**src/rtl/lsu_stage.sv**
```systemverilog
// lsu_stage: load/store unit between execute and writeback.
//   Steers bytes to lanes and generates byte enables. Flags misaligned
//   accesses and illegal funct3 values. Posts stores into a STB_DEPTH-entry
//   buffer that drains on its own write channel. Loads go out on the read
//   channel, but a load whose bus word matches a buffered store waits for
//   that store to drain first.
//
// Ports:
//   clk, rst_n                 clock, asynchronous active-low reset
//   in_valid/in_rdy            request handshake
//   in_op/in_funct3            operation (00/11 none, 01 load, 10 store) and RV funct3
//   in_addr/in_wdata/in_tag    byte address, right-justified store data, passthrough tag
//   out_valid/out_rdy          result handshake
//   out_data/out_tag/out_fault extended load data (0 otherwise), tag, fault flag
//   rd_req_*/rd_rsp_*          read channel (bus-aligned address)
//   wr_req_*/wr_rsp_done       write channel (bus-aligned address, lane data, byte enables)
//
// state   | meaning
// IDLE    | ready for a request
// LD_HOLD | load waits for a matching buffered store to drain
// LD_WAIT | read request outstanding
module lsu_stage #(
    parameter int DATA_W    = 32,
    parameter int ADDR_W    = 32,
    parameter int TAG_W     = 5,
    parameter int STB_DEPTH = 4
) (
    input  logic                clk,
    input  logic                rst_n,
    input  logic                in_valid,
    output logic                in_rdy,
    input  logic [1:0]          in_op,
    input  logic [2:0]          in_funct3,
    input  logic [ADDR_W-1:0]   in_addr,
    input  logic [DATA_W-1:0]   in_wdata,
    input  logic [TAG_W-1:0]    in_tag,
    output logic                out_valid,
    input  logic                out_rdy,
    output logic [DATA_W-1:0]   out_data,
    output logic [TAG_W-1:0]    out_tag,
    output logic                out_fault,
    output logic                rd_req_en,
    output logic [ADDR_W-1:0]   rd_req_addr,
    input  logic                rd_rsp_done,
    input  logic [DATA_W-1:0]   rd_rsp_data,
    output logic                wr_req_en,
    output logic [ADDR_W-1:0]   wr_req_addr,
    output logic [DATA_W-1:0]   wr_req_data,
    output logic [DATA_W/8-1:0] wr_req_be,
    input  logic                wr_rsp_done
);
    localparam int BE_W  = DATA_W / 8;
    localparam int OFF_W = $clog2(BE_W);
    localparam int PTR_W = $clog2(STB_DEPTH);
    localparam int CNT_W = PTR_W + 1;

    typedef enum logic [1:0] {IDLE = 2'd0, LD_HOLD = 2'd1, LD_WAIT = 2'd2} state_t;
    state_t state, state_nxt;

    logic [OFF_W-1:0]  in_off;
    logic [ADDR_W-1:0] in_bus_addr;
    logic [3:0]        off4, acc_size;
    logic              f3_legal, misaligned, is_mem, req_fault, req_load, req_store;

    assign in_off      = in_addr[OFF_W-1:0];
    assign in_bus_addr = {in_addr[ADDR_W-1:OFF_W], {OFF_W{1'b0}}};
    assign off4        = 4'(in_off);
    assign acc_size    = 4'd1 << in_funct3[1:0];
    assign misaligned  = ((off4 & (acc_size - 4'd1)) != 4'd0) ||
                         ((5'(off4) + 5'(acc_size)) > 5'(BE_W));
    assign is_mem      = (in_op == 2'b01) || (in_op == 2'b10);

    always_comb begin
        f3_legal = 1'b0;
        if (in_op == 2'b01) begin
            case (in_funct3)
                3'b000, 3'b001, 3'b010, 3'b100, 3'b101: f3_legal = 1'b1;
                3'b011, 3'b110:                         f3_legal = (DATA_W == 64);
                default:                                f3_legal = 1'b0;
            endcase
        end else if (in_op == 2'b10) begin
            case (in_funct3)
                3'b000, 3'b001, 3'b010: f3_legal = 1'b1;
                3'b011:                 f3_legal = (DATA_W == 64);
                default:                f3_legal = 1'b0;
            endcase
        end
    end

    assign req_fault = is_mem && (!f3_legal || misaligned);
    assign req_load  = (in_op == 2'b01) && !req_fault;
    assign req_store = (in_op == 2'b10) && !req_fault;

    // Store buffer: circular FIFO; per-entry valid bits feed the load address match.
    logic [ADDR_W-1:0]    stb_addr [STB_DEPTH];
    logic [DATA_W-1:0]    stb_data [STB_DEPTH];
    logic [BE_W-1:0]      stb_be   [STB_DEPTH];
    logic [STB_DEPTH-1:0] stb_vld;
    logic [PTR_W-1:0]     wr_ptr, rd_ptr;
    logic [CNT_W-1:0]     stb_cnt;
    logic                 stb_full, accept, push, pop, stb_hit;
    logic [ADDR_W-1:0]    hit_addr;
    logic [DATA_W-1:0]    st_data;
    logic [BE_W-1:0]      st_be;

    logic [ADDR_W-1:0] ld_addr;
    logic [OFF_W-1:0]  ld_off;
    logic [2:0]        ld_f3;
    logic [TAG_W-1:0]  ld_tag;

    assign stb_full = (stb_cnt == CNT_W'(STB_DEPTH));
    assign in_rdy   = (state == IDLE) && (!out_valid || out_rdy) && !stb_full;
    assign accept   = in_valid && in_rdy;
    assign push     = accept && req_store;
    assign pop      = wr_req_en && wr_rsp_done;
    assign st_data  = in_wdata << {in_off, 3'b000};

    always_comb begin
        st_be = '0;
        for (int i = 0; i < BE_W; i++) begin
            st_be[i] = (4'(i) >= off4) && (4'(i) < (off4 + acc_size));
        end
    end

    // In IDLE the incoming load is matched; afterwards the held load is.
    assign hit_addr = (state == IDLE) ? in_bus_addr : ld_addr;

    always_comb begin
        stb_hit = 1'b0;
        for (int i = 0; i < STB_DEPTH; i++) begin
            if (stb_vld[i] && (stb_addr[i] == hit_addr)) stb_hit = 1'b1;
        end
    end

    always_ff @(posedge clk) begin
        if (push) begin
            stb_addr[wr_ptr] <= in_bus_addr;
            stb_data[wr_ptr] <= st_data;
            stb_be[wr_ptr]   <= st_be;
        end
    end

    always_ff @(posedge clk or negedge rst_n) begin
        if (!rst_n) begin
            wr_ptr      <= '0;
            rd_ptr      <= '0;
            stb_cnt     <= '0;
            stb_vld     <= '0;
            wr_req_en   <= 1'b0;
            wr_req_addr <= '0;
            wr_req_data <= '0;
            wr_req_be   <= '0;
        end else begin
            if (push) wr_ptr <= wr_ptr + 1'b1;
            if (pop)  rd_ptr <= rd_ptr + 1'b1;
            case ({push, pop})
                2'b10:   stb_cnt <= stb_cnt + 1'b1;
                2'b01:   stb_cnt <= stb_cnt - 1'b1;
                default: stb_cnt <= stb_cnt;
            endcase
            if (pop)  stb_vld[rd_ptr] <= 1'b0;
            if (push) stb_vld[wr_ptr] <= 1'b1;
            // A pop forces a one-cycle gap, so the next head is presented fresh.
            if (pop) begin
                wr_req_en   <= 1'b0;
                wr_req_addr <= '0;
                wr_req_data <= '0;
                wr_req_be   <= '0;
            end else if (!wr_req_en && (stb_cnt != '0)) begin
                wr_req_en   <= 1'b1;
                wr_req_addr <= stb_addr[rd_ptr];
                wr_req_data <= stb_data[rd_ptr];
                wr_req_be   <= stb_be[rd_ptr];
            end
        end
    end

    logic              rd_en_nxt;
    logic [ADDR_W-1:0] rd_addr_nxt;

    always_comb begin
        state_nxt   = state;
        rd_en_nxt   = rd_req_en;
        rd_addr_nxt = rd_req_addr;
        case (state)
            IDLE: begin
                if (accept && req_load) begin
                    if (stb_hit) begin
                        state_nxt = LD_HOLD;
                    end else begin
                        state_nxt   = LD_WAIT;
                        rd_en_nxt   = 1'b1;
                        rd_addr_nxt = in_bus_addr;
                    end
                end
            end
            LD_HOLD: begin
                if (!stb_hit) begin
                    state_nxt   = LD_WAIT;
                    rd_en_nxt   = 1'b1;
                    rd_addr_nxt = ld_addr;
                end
            end
            LD_WAIT: begin
                if (rd_rsp_done) begin
                    state_nxt   = IDLE;
                    rd_en_nxt   = 1'b0;
                    rd_addr_nxt = '0;
                end
            end
            default: begin
                state_nxt   = IDLE;
                rd_en_nxt   = 1'b0;
                rd_addr_nxt = '0;
            end
        endcase
    end

    logic [DATA_W-1:0] ld_shift, ld_result;
    assign ld_shift = rd_rsp_data >> {ld_off, 3'b000};

    always_comb begin
        ld_result = '0;
        case (ld_f3)
            3'b000:  ld_result = DATA_W'($signed(ld_shift[7:0]));
            3'b001:  ld_result = DATA_W'($signed(ld_shift[15:0]));
            3'b010:  ld_result = DATA_W'($signed(ld_shift[31:0]));
            3'b011:  ld_result = ld_shift;
            3'b100:  ld_result = DATA_W'(ld_shift[7:0]);
            3'b101:  ld_result = DATA_W'(ld_shift[15:0]);
            3'b110:  ld_result = DATA_W'(ld_shift[31:0]);
            default: ld_result = '0;
        endcase
    end

    always_ff @(posedge clk or negedge rst_n) begin
        if (!rst_n) begin
            state       <= IDLE;
            rd_req_en   <= 1'b0;
            rd_req_addr <= '0;
            ld_addr     <= '0;
            ld_off      <= '0;
            ld_f3       <= '0;
            ld_tag      <= '0;
            out_valid   <= 1'b0;
            out_data    <= '0;
            out_tag     <= '0;
            out_fault   <= 1'b0;
        end else begin
            state       <= state_nxt;
            rd_req_en   <= rd_en_nxt;
            rd_req_addr <= rd_addr_nxt;
            if (accept && req_load) begin
                ld_addr <= in_bus_addr;
                ld_off  <= in_off;
                ld_f3   <= in_funct3;
                ld_tag  <= in_tag;
            end
            // Accepts only happen with the output register free, so the
            // two result sources never collide.
            if (accept && !req_load) begin
                out_valid <= 1'b1;
                out_data  <= '0;
                out_tag   <= in_tag;
                out_fault <= req_fault;
            end else if ((state == LD_WAIT) && rd_rsp_done) begin
                out_valid <= 1'b1;
                out_data  <= ld_result;
                out_tag   <= ld_tag;
                out_fault <= 1'b0;
            end else if (out_rdy) begin
                out_valid <= 1'b0;
            end
        end
    end
endmodule
```
**config.mk**
```make
export PLATFORM = sky130hd
export DESIGN_NAME = lsu_stage
export DESIGN_NICKNAME = d
export VERILOG_FILES = /design/src/rtl/lsu_stage.sv
export SDC_FILE = /design/constraint.sdc
export NUM_CORES = 1
export LEC_CHECK = 0
export ABC_AREA = 1
export CAP_MARGIN = 20
export CORE_MARGIN = 8
export CORE_UTILIZATION = 56
export DETAILED_ROUTE_END_ITERATION = 10
export PLACE_DENSITY = 0.8
export SYNTH_ARGS = -nofsm -noshare
export SYNTH_HDL_FRONTEND = slang
export SYNTH_SLANG_ARGS = --single-unit
```
**constraint.sdc**
```tcl
create_clock -name clk -period 5.6 [get_ports clk]
set_input_delay 0.56 -clock clk [delete_from_list [all_inputs] [get_ports clk]]
set_output_delay 0.56 -clock clk [all_outputs]
set_load 0.005 [all_outputs]
```
==> flow_summary_export.csv, run 1 <==
group,metric,value,unit
worst_hold_path,min_path_type,"in2async",
timing,tightest_slew,1070,ps
timing,postLayoutSetupSlackWorst,1690,ps
worst_setup_path,crit_cells,13,
worst_setup_path,regToRegEndpoint,"rd_req_addr[19]$_DFFE_PN0P_",
worst_setup_path,worstSetupPathType,"in2reg",
floorplanning,num_rows,72,
floorplanning,start_util,0.564,
synth,ys_seq_area_frac,0.586,
power,p_seq_frac,0.362,
worst_setup_path,cp_slowest_cell,"nand3_1",
floorplanning,die_w,213,um
global_route,grt_pass1_wl,104000,um
synth,syn_avg_cell_area,8.97,um2
worst_setup_path,path_buf_inv,4,
power,power.leakage,11.3,nW
final_layout,fin_util,0.682,
timing,setup_violations,0,
floorplanning,die-area,45200,um2
cts,path_clk_slew,60,ps
timing,finalCritPeriodShare,0.699,
worst_setup_path,r2r-start,"state[0]$_DFFE_PN0P_",
power,p_total,13.3,mW
cts,clock_tree.root_cell,"clkbuf_16",
floorplanning,ioPinCount,254,
global_route,grt_util_all_layers,0.295,
worst_setup_path,cp_top_family,"adder cells",
synth,ys_ff_latch,454,
cts,cts-htree-levels,2,
worst_setup_path,slowest_delay,600,ps
power,clkPwrFrac,0.243,
outcome,outcome,"finished clean",
timing,slew-limit-headroom,0.290,
cts,postCtsHoldBufs,0,
final_layout,final_nets,2747,
cts,cts_buffer_depth,3,
floorplanning,core-area,38400,um2
floorplanning,die_h,213,um
timing,fin_crit,3910,ps
cts,clock_latency,600,ps
synth,synth.cell_area,21600,um2
routing,drtPass1Iterations,9,
worst_setup_path,r2r_cells,18,
routing,wl_per_cell,21.2,um
power,power_density,510,nW/um2
timing,clock_skew,23.3,ps
timing,fmax,0.255,GHz
worst_setup_path,critPathLaunchType,"input port",
worst_setup_path,rrSetupSlack,1850,ps
final_layout,drive_gt1_frac,0.0497,
power,power_switching_share,0.391,
routing,wl,67300,um
timing,rsz0062_at_grt,"no",
cts,numCtsBuffers,47,
global_route,grt-ovfl-total,0,
final_layout,stdcell_count,3177,
cts,cts_tree,"done",
worst_setup_path,worst_ep_arrival_time,4410,ps
synth,synth_cell_types,40,
worst_setup_path,required,6100,ps
place,gp_congestion,0.957,
place,pre_cts_ws,1170,ps
place,dp_hpwl,45900,um
worst_setup_path,cp_max_fo,30,
cts,cts.repair.resized,0,
power,power_switching,5.22,mW
routing,vias_per_cell,5.92,
power,share_comb_of_total_power,0.395,
power,p_int,8.12,mW
synth,ys_warn_count,0,
cts,cts_num_sinks,454,
routing,vias,18800,
worst_setup_path,endpoint_kind,"flip-flop",
worst_setup_path,cp-startpoint,"in_addr[0]",
timing,final-max-slew-violation-count,0,
global_route,antenna_found_initial,2,
global_route,grt_max_degree,100,
place,placed_cells,3088,
routing,drt-initial-drc-count,2243,
global_route,grt_pass1_vias,18300,
routing,drcViolationCount,0,
flow_run,drv_cap,0,
final_layout,area_delta_synth_final,21.0,%
routing,drtAntennaViolNets,0,
synth,synthCells,2411,
place,port-buffer-count,249,
cts,cts_setup_buffers,0,
worst_setup_path,worstPathCellList,"clkdlybuf4s50_1 -> buf_4 -> ha_1 -> inv_1 -> fa_1 -> xnor2_1 -> a21oi_1 -> o21bai_1 -> nand3_1 -> ha_1 -> inv_1 -> fa_1 -> o21ai_0",
timing,final_hold_viol_count,0,
power,ir_drop,368,uV
## cell families after synthesis
group | count (synthesis) | share of synthesized area
other | 1 | 0.000173
buffers and inverters | 358 | 0.0653
AO/OA/AOI/OAI | 498 | 0.131
flip-flops | 454 | 0.586
XOR/XNOR | 5 | 0.00202
multiplexers | 1 | 0.000520
adder cells (fa/ha/maj) | 16 | 0.00995
AND/OR/NAND/NOR | 1078 | 0.205
## area by class of cell
cell class / instances / area, um2
repair buffers: 282 / 2740
diodes: 1 / 2.50
clock inverters: 26 / 289
well taps: 518 / 648
inverters: 232 / 871
multi-input cells: 1602 / 7600
clock buffers: 62 / 1330
flip-flops and latches: 454 / 12700
fillers: 2943 / 12200
## power by group through the flow
stage	Combinational [mW]	Sequential, mW	Clock (mW)
3_5_place_dp	5.20	4.88	0
2_1_floorplan	3.11	4.64	0
3_3_place_gp	5.04	4.86	0
4_1_cts	5.23	4.82	3.26
5_1_grt	5.80	4.91	3.40
6_report	5.28	4.83	3.24
## synthesized netlist by cell type
cell / instances / area [um2]
nand2_1: 676 / 2540
edfxtp_1: 264 / 7930
o21ai_0: 257 / 1290
inv_1: 228 / 856
dfrtp_1: 190 / 4750
nor2_1: 184 / 691
nand3_1: 173 / 866
a21oi_1: 110 / 551
clkbuf_1: 89 / 334
o22ai_1: 41 / 257
nand3b_1: 37 / 278
a32o_1: 29 / 290
buf_2: 22 / 110
a31oi_1: 15 / 93.8
ha_1: 14 / 175
o221ai_1: 13 / 114
buf_4: 11 / 82.6
o21ai_1: 10 / 50.1
a22o_1: 8 / 70.1
o211ai_1: 8 / 60.1
buf_1: 4 / 15.0
o31ai_1: 3 / 22.5
xnor2_1: 3 / 26.3
clkinv_1: 2 / 7.51
fa_1: 2 / 40.0
inv_2: 2 / 7.51
nor3_1: 2 / 10.0
xor2_1: 2 / 17.5
a211o_1: 1 / 8.76
a211oi_1: 1 / 7.51
a21oi_4: 1 / 16.3
and2_1: 1 / 6.26
and3_1: 1 / 6.26
conb_1: 1 / 3.75
mux2_2: 1 / 11.3
nand2_2: 1 / 6.26
nand3_2: 1 / 10.0
nor2_4: 1 / 11.3
o21bai_1: 1 / 7.51
or3b_2: 1 / 8.76
## metrics by stage
stage	cell area (um2)	hold WS (ps)	TNS (ps)
detailed placement	24600	458	0
finish	26200	37.1	0
global placement	24600	459	0
CTS	26200	62.4	0
floorplan	21600	264	-573
global route	26200	76.8	0
## cell usage in the layout, fill, tap and decap left out, types with 3 or more instances in the layout
master	instances
inv_1	227
a31oi_1	15
conb_1	4
a32o_1	29
clkbuf_8	6
edfxtp_1	264
inv_6	3
nand3_1	173
nand3b_1	37
clkdlybuf4s50_1	248
o21ai_1	10
nand2_2	3
xnor2_1	3
nor2_1	180
a22o_1	8
clkbuf_16	49
bufinv_16	4
o21ai_0	257
nand2_1	674
inv_2	4
nor2_4	5
o22ai_1	41
ha_1	14
o211ai_1	8
a21oi_1	110
buf_4	33
o221ai_1	13
clkinv_2	10
clkbuf_1	8
dfrtp_1	188
## how the worst max path moves through the flow
stage,end
after floorplan,stb_addr[0][0]$_DFFE_PP_
after global placement,stb_data[0][29]$_DFFE_PP_
after detailed placement,stb_be[0][0]$_DFFE_PP_
after CTS,stb_cnt[1]$_DFFE_PN0P_
after global routing,stb_cnt[2]$_DFFE_PN0P_
final,stb_cnt[1]$_DFFE_PN0P_
## metal layers
layer,up-vias,global-route usage,wire length [um]
li1,8546,-,-
met1,8940,0.371,25000
met2,1101,0.487,32300
met3,215,0.0517,6350
met4,2,0.155,3590
met5,-,0,13
## worst register-to-register path, cell delays in order, from the launching register on
cell	delay (ps)
dfrtp_1	570
inv_1	130
nand2_2	640
buf_4	370
nand2_1	150
nand3_1	100
nand2_1	70
nor2_1	270
nand2_1	80
nor2_1	100
nand2_1	70
nor2_1	100
nor2_1	50
nand2_1	90
nand2_1	120
nand2_2	310
buf_4	320
nand2_1	80
nand2_1	80
## flip-flops by register name, indices dropped and copies added, names as in the netlist, 16 cells and up
signal / flops
rd_req_addr: 30
stb_data: 128
stb_addr: 120
stb_be: 16
wr_req_data: 32
wr_req_addr: 30
out_data: 32
ld_addr: 30
(Power assumes the default switching activity.)
==> run 2, diff against run 1 <==
Settings changed: CORE_UTILIZATION 56 to 51, PLACE_DENSITY 0.8 to 0.77.
Clock period 5.6 ns to 3.15 ns, I/O delays scaled along.
==> run 2 against run 1 <==
Against the previous run: critical path depth is 5 higher; clock power is 81% higher; global-route usage is 2.6 points lower; die area is 9.1% higher; combinational power is 88% higher; final cell count is 1.6% higher; flip-flop and latch count stayed put; first-iteration DRC count is 0.22% higher; sequential power is 73% higher; utilization is 4.5 points lower; via count is 1.7% lower; worst setup slack worse by 1500 ps.
==> flow_summary_export.csv, run 2 (synthesis gave the netlist of run 1 again) <==
group,metric,value,unit
worst_setup_path,worst_ep_arrival_time,3470,ps
timing,fin_crit,2950,ps
worst_hold_path,min_path_type,"in2reg",
worst_hold_path,hold_end,"out_valid$_DFFE_PN0P_",
routing,drtPass1Iterations,8,
timing,fmax,0.339,GHz
final_layout,area_delta_synth_final,23.4,%
place,port-buffer-count,249,
cts,cts_buffer_depth,3,
timing,fin_tns_setup,0,ps
final_layout,final_cell_mix,"675 x nand2_1, 264 x edfxtp_1, 257 x o21ai_0, 248 x clkdlybuf4s50_1, 225 x inv_1",
place,placed_cells,3136,
timing,postLayoutSetupSlackWorst,204,ps
worst_setup_path,required,3680,ps
cts,clock_tree.root_cell,"clkbuf_16",
routing,drcViolationCount,0,
worst_setup_path,cp_max_fo,55,
final_layout,final_nets,2776,
global_route,grt_pass1_vias,18200,
cts,numCtsBuffers,48,
timing,slew-limit-headroom,0.370,
cts,cts_setup_buffers,0,
floorplanning,ioPinCount,254,
cts,path_clk_slew,60,ps
worst_setup_path,r2r-start,"state[0]$_DFFE_PN0P_",
cts,clock_latency,600,ps
cts,cts_tree,"done",
final_layout,multi_input_area,7620,um2
global_route,antenna_found_initial,3,
routing,wl,68000,um
timing,finalCritPeriodShare,0.935,
worst_setup_path,path_buf_inv,3,
routing,drtAntennaViolNets,0,
power,ir_drop,612,uV
worst_setup_path,r2r_cells,18,
timing,final_hold_viol_count,0,
worst_setup_path,cp_top_family,"simple AND/OR/NAND/NOR gates",
floorplanning,start_util,0.516,
cts,cts_num_sinks,454,
routing,drt-initial-drc-count,2248,
floorplanning,die_h,222,um
worst_hold_path,hp-start,"out_rdy",
worst_setup_path,regToRegEndpoint,"rd_req_addr[30]$_DFFE_PN0P_",
worst_hold_path,hold_depth,2,
worst_setup_path,crit_top_cell,"nand2_1",
routing,vias,18500,
final_layout,seq_area,12700,um2
final_layout,fill_cells,3316,
worst_setup_path,worstPathCellList,"inv_1 -> nand2_1 -> buf_12 -> nand2_1 -> nand3_1 -> nand2_1 -> nor2_1 -> nand2_1 -> nor2_1 -> nand2_1 -> nor2_1 -> nor2_1 -> nand2_1 -> nand2_1 -> nand2_2 -> buf_12 -> nand2_1 -> nand2_1",
outcome,outcome,"finished clean",
worst_setup_path,cp_slowest_cell,"dfrtp_1",
final_layout,regMostFlops,"stb_data",
final_layout,final_common_cell,"nand2_1",
worst_setup_path,rrSetupSlack,200,ps
power,power_density,903,nW/um2
place,dp_hpwl,47300,um
final_layout,largest_reg_flops,128,
cts,cts.repair.resized,0,
worst_setup_path,worstSetupPathType,"reg2reg",
timing,rsz0062_at_grt,"no",
global_route,grt_util_all_layers,0.269,
final_layout,reg_top3,"stb_data: 128 flops, stb_addr: 120 flops",
power,power.leakage,11.5,nW
final_layout,drive_gt1_frac,0.0603,
place,gp_congestion,0.982,
place,pre_cts_ws,-81.1,ps
global_route,grt_pass1_wl,105000,um
timing,whs,307,ps
final_layout,stdcell_count,3229,
floorplanning,core-area,41900,um2
timing,clock_skew,18.3,ps
worst_setup_path,endpoint_kind,"flip-flop",
worst_setup_path,slowest_delay,470,ps
final_layout,fin_util,0.637,
global_route,grt_max_degree,163,
routing,vias_per_cell,5.73,
routing,wl_per_cell,21.1,um
timing,final-max-slew-violation-count,0,
cts,cts-htree-levels,2,
floorplanning,die_w,222,um
floorplanning,die-area,49300,um2
global_route,grt-ovfl-total,0,
timing,tightest_slew,945,ps
timing,setup_violations,0,
worst_setup_path,critPathLaunchType,"flip-flop",
floorplanning,num_rows,75,
flow_run,drv_cap,0,
-- run 2: changes by cell type in the layout (fill, tap and decap cells not counted), moves of 2 or more --
cell	delta
clkbuf_16	+2
clkbuf_8	+2
buf_4	+8
buf_12	+19
clkinv_1	+2
inv_2	+2
inv_6	-3
inv_4	-2
inv_1	-2
clkbuf_1	+4
-- run 2: how the worst max path moves through the flow --
stage,from,end,cells past startpoint
after floorplan,in_funct3[1],stb_addr[0][0]$_DFFE_PP_,9
after global placement,in_funct3[1],stb_addr[0][20]$_DFFE_PP_,12
after detailed placement,in_funct3[0],stb_cnt[1]$_DFFE_PN0P_,13
after CTS,state[0]$_DFFE_PN0P_,rd_req_addr[30]$_DFFE_PN0P_,18
after global routing,state[0]$_DFFE_PN0P_,rd_req_addr[21]$_DFFE_PN0P_,18
final,state[0]$_DFFE_PN0P_,rd_req_addr[30]$_DFFE_PN0P_,18
-- run 2: routing by layer --
metal,up-vias,GRT usage,share of wire
li1,8596,-,-
met5,-,0,0.00022
met2,906,0.447,0.48
met1,8800,0.337,0.39
met3,185,0.0489,0.081
met4,2,0.134,0.048
-- run 2: cell type report --
class	count	area share
flip-flops and latches	454	0.475
repair buffers	310	0.120
clock buffers	70	0.0531
well taps	539	0.0253
diodes	2	0.000187
inverters	232	0.0326
clock inverters	20	0.00872
multi-input cells	1602	0.285
-- run 2: timing repair --
item	CTS	global route
setup endpoints to repair	0	0
hold buffers	1	0
hold endpoints to repair	78	0
-- run 2: stage by stage --
step	instance area, um2	power [mW]
detailed placement	25000	18.3
CTS	26700	24.2
floorplan	21700	13.8
global route	26700	25.5
global placement	25000	18.0
finish	26700	24.1
-- run 2: report_power, final --
part           leakage [nW]  total [mW]  internal [mW]  switching [mW]
registers              4.81        8.34           7.51           0.831
clock network         0.810        5.86           3.47            2.40
logic                  5.87        9.92           3.83            6.08
total                  11.5        24.1           14.8            9.31
-- run 2: worst reg2reg max path, cell delays in order, from the launching register on --
cell,delay [ps]
dfrtp_1,470
inv_1,90
nand2_1,110
buf_12,270
nand2_1,230
nand3_1,270
nand2_1,90
nor2_1,210
nand2_1,70
nor2_1,100
nand2_1,70
nor2_1,80
nor2_1,50
nand2_1,140
nand2_1,140
nand2_2,110
buf_12,190
nand2_1,120
nand2_1,80
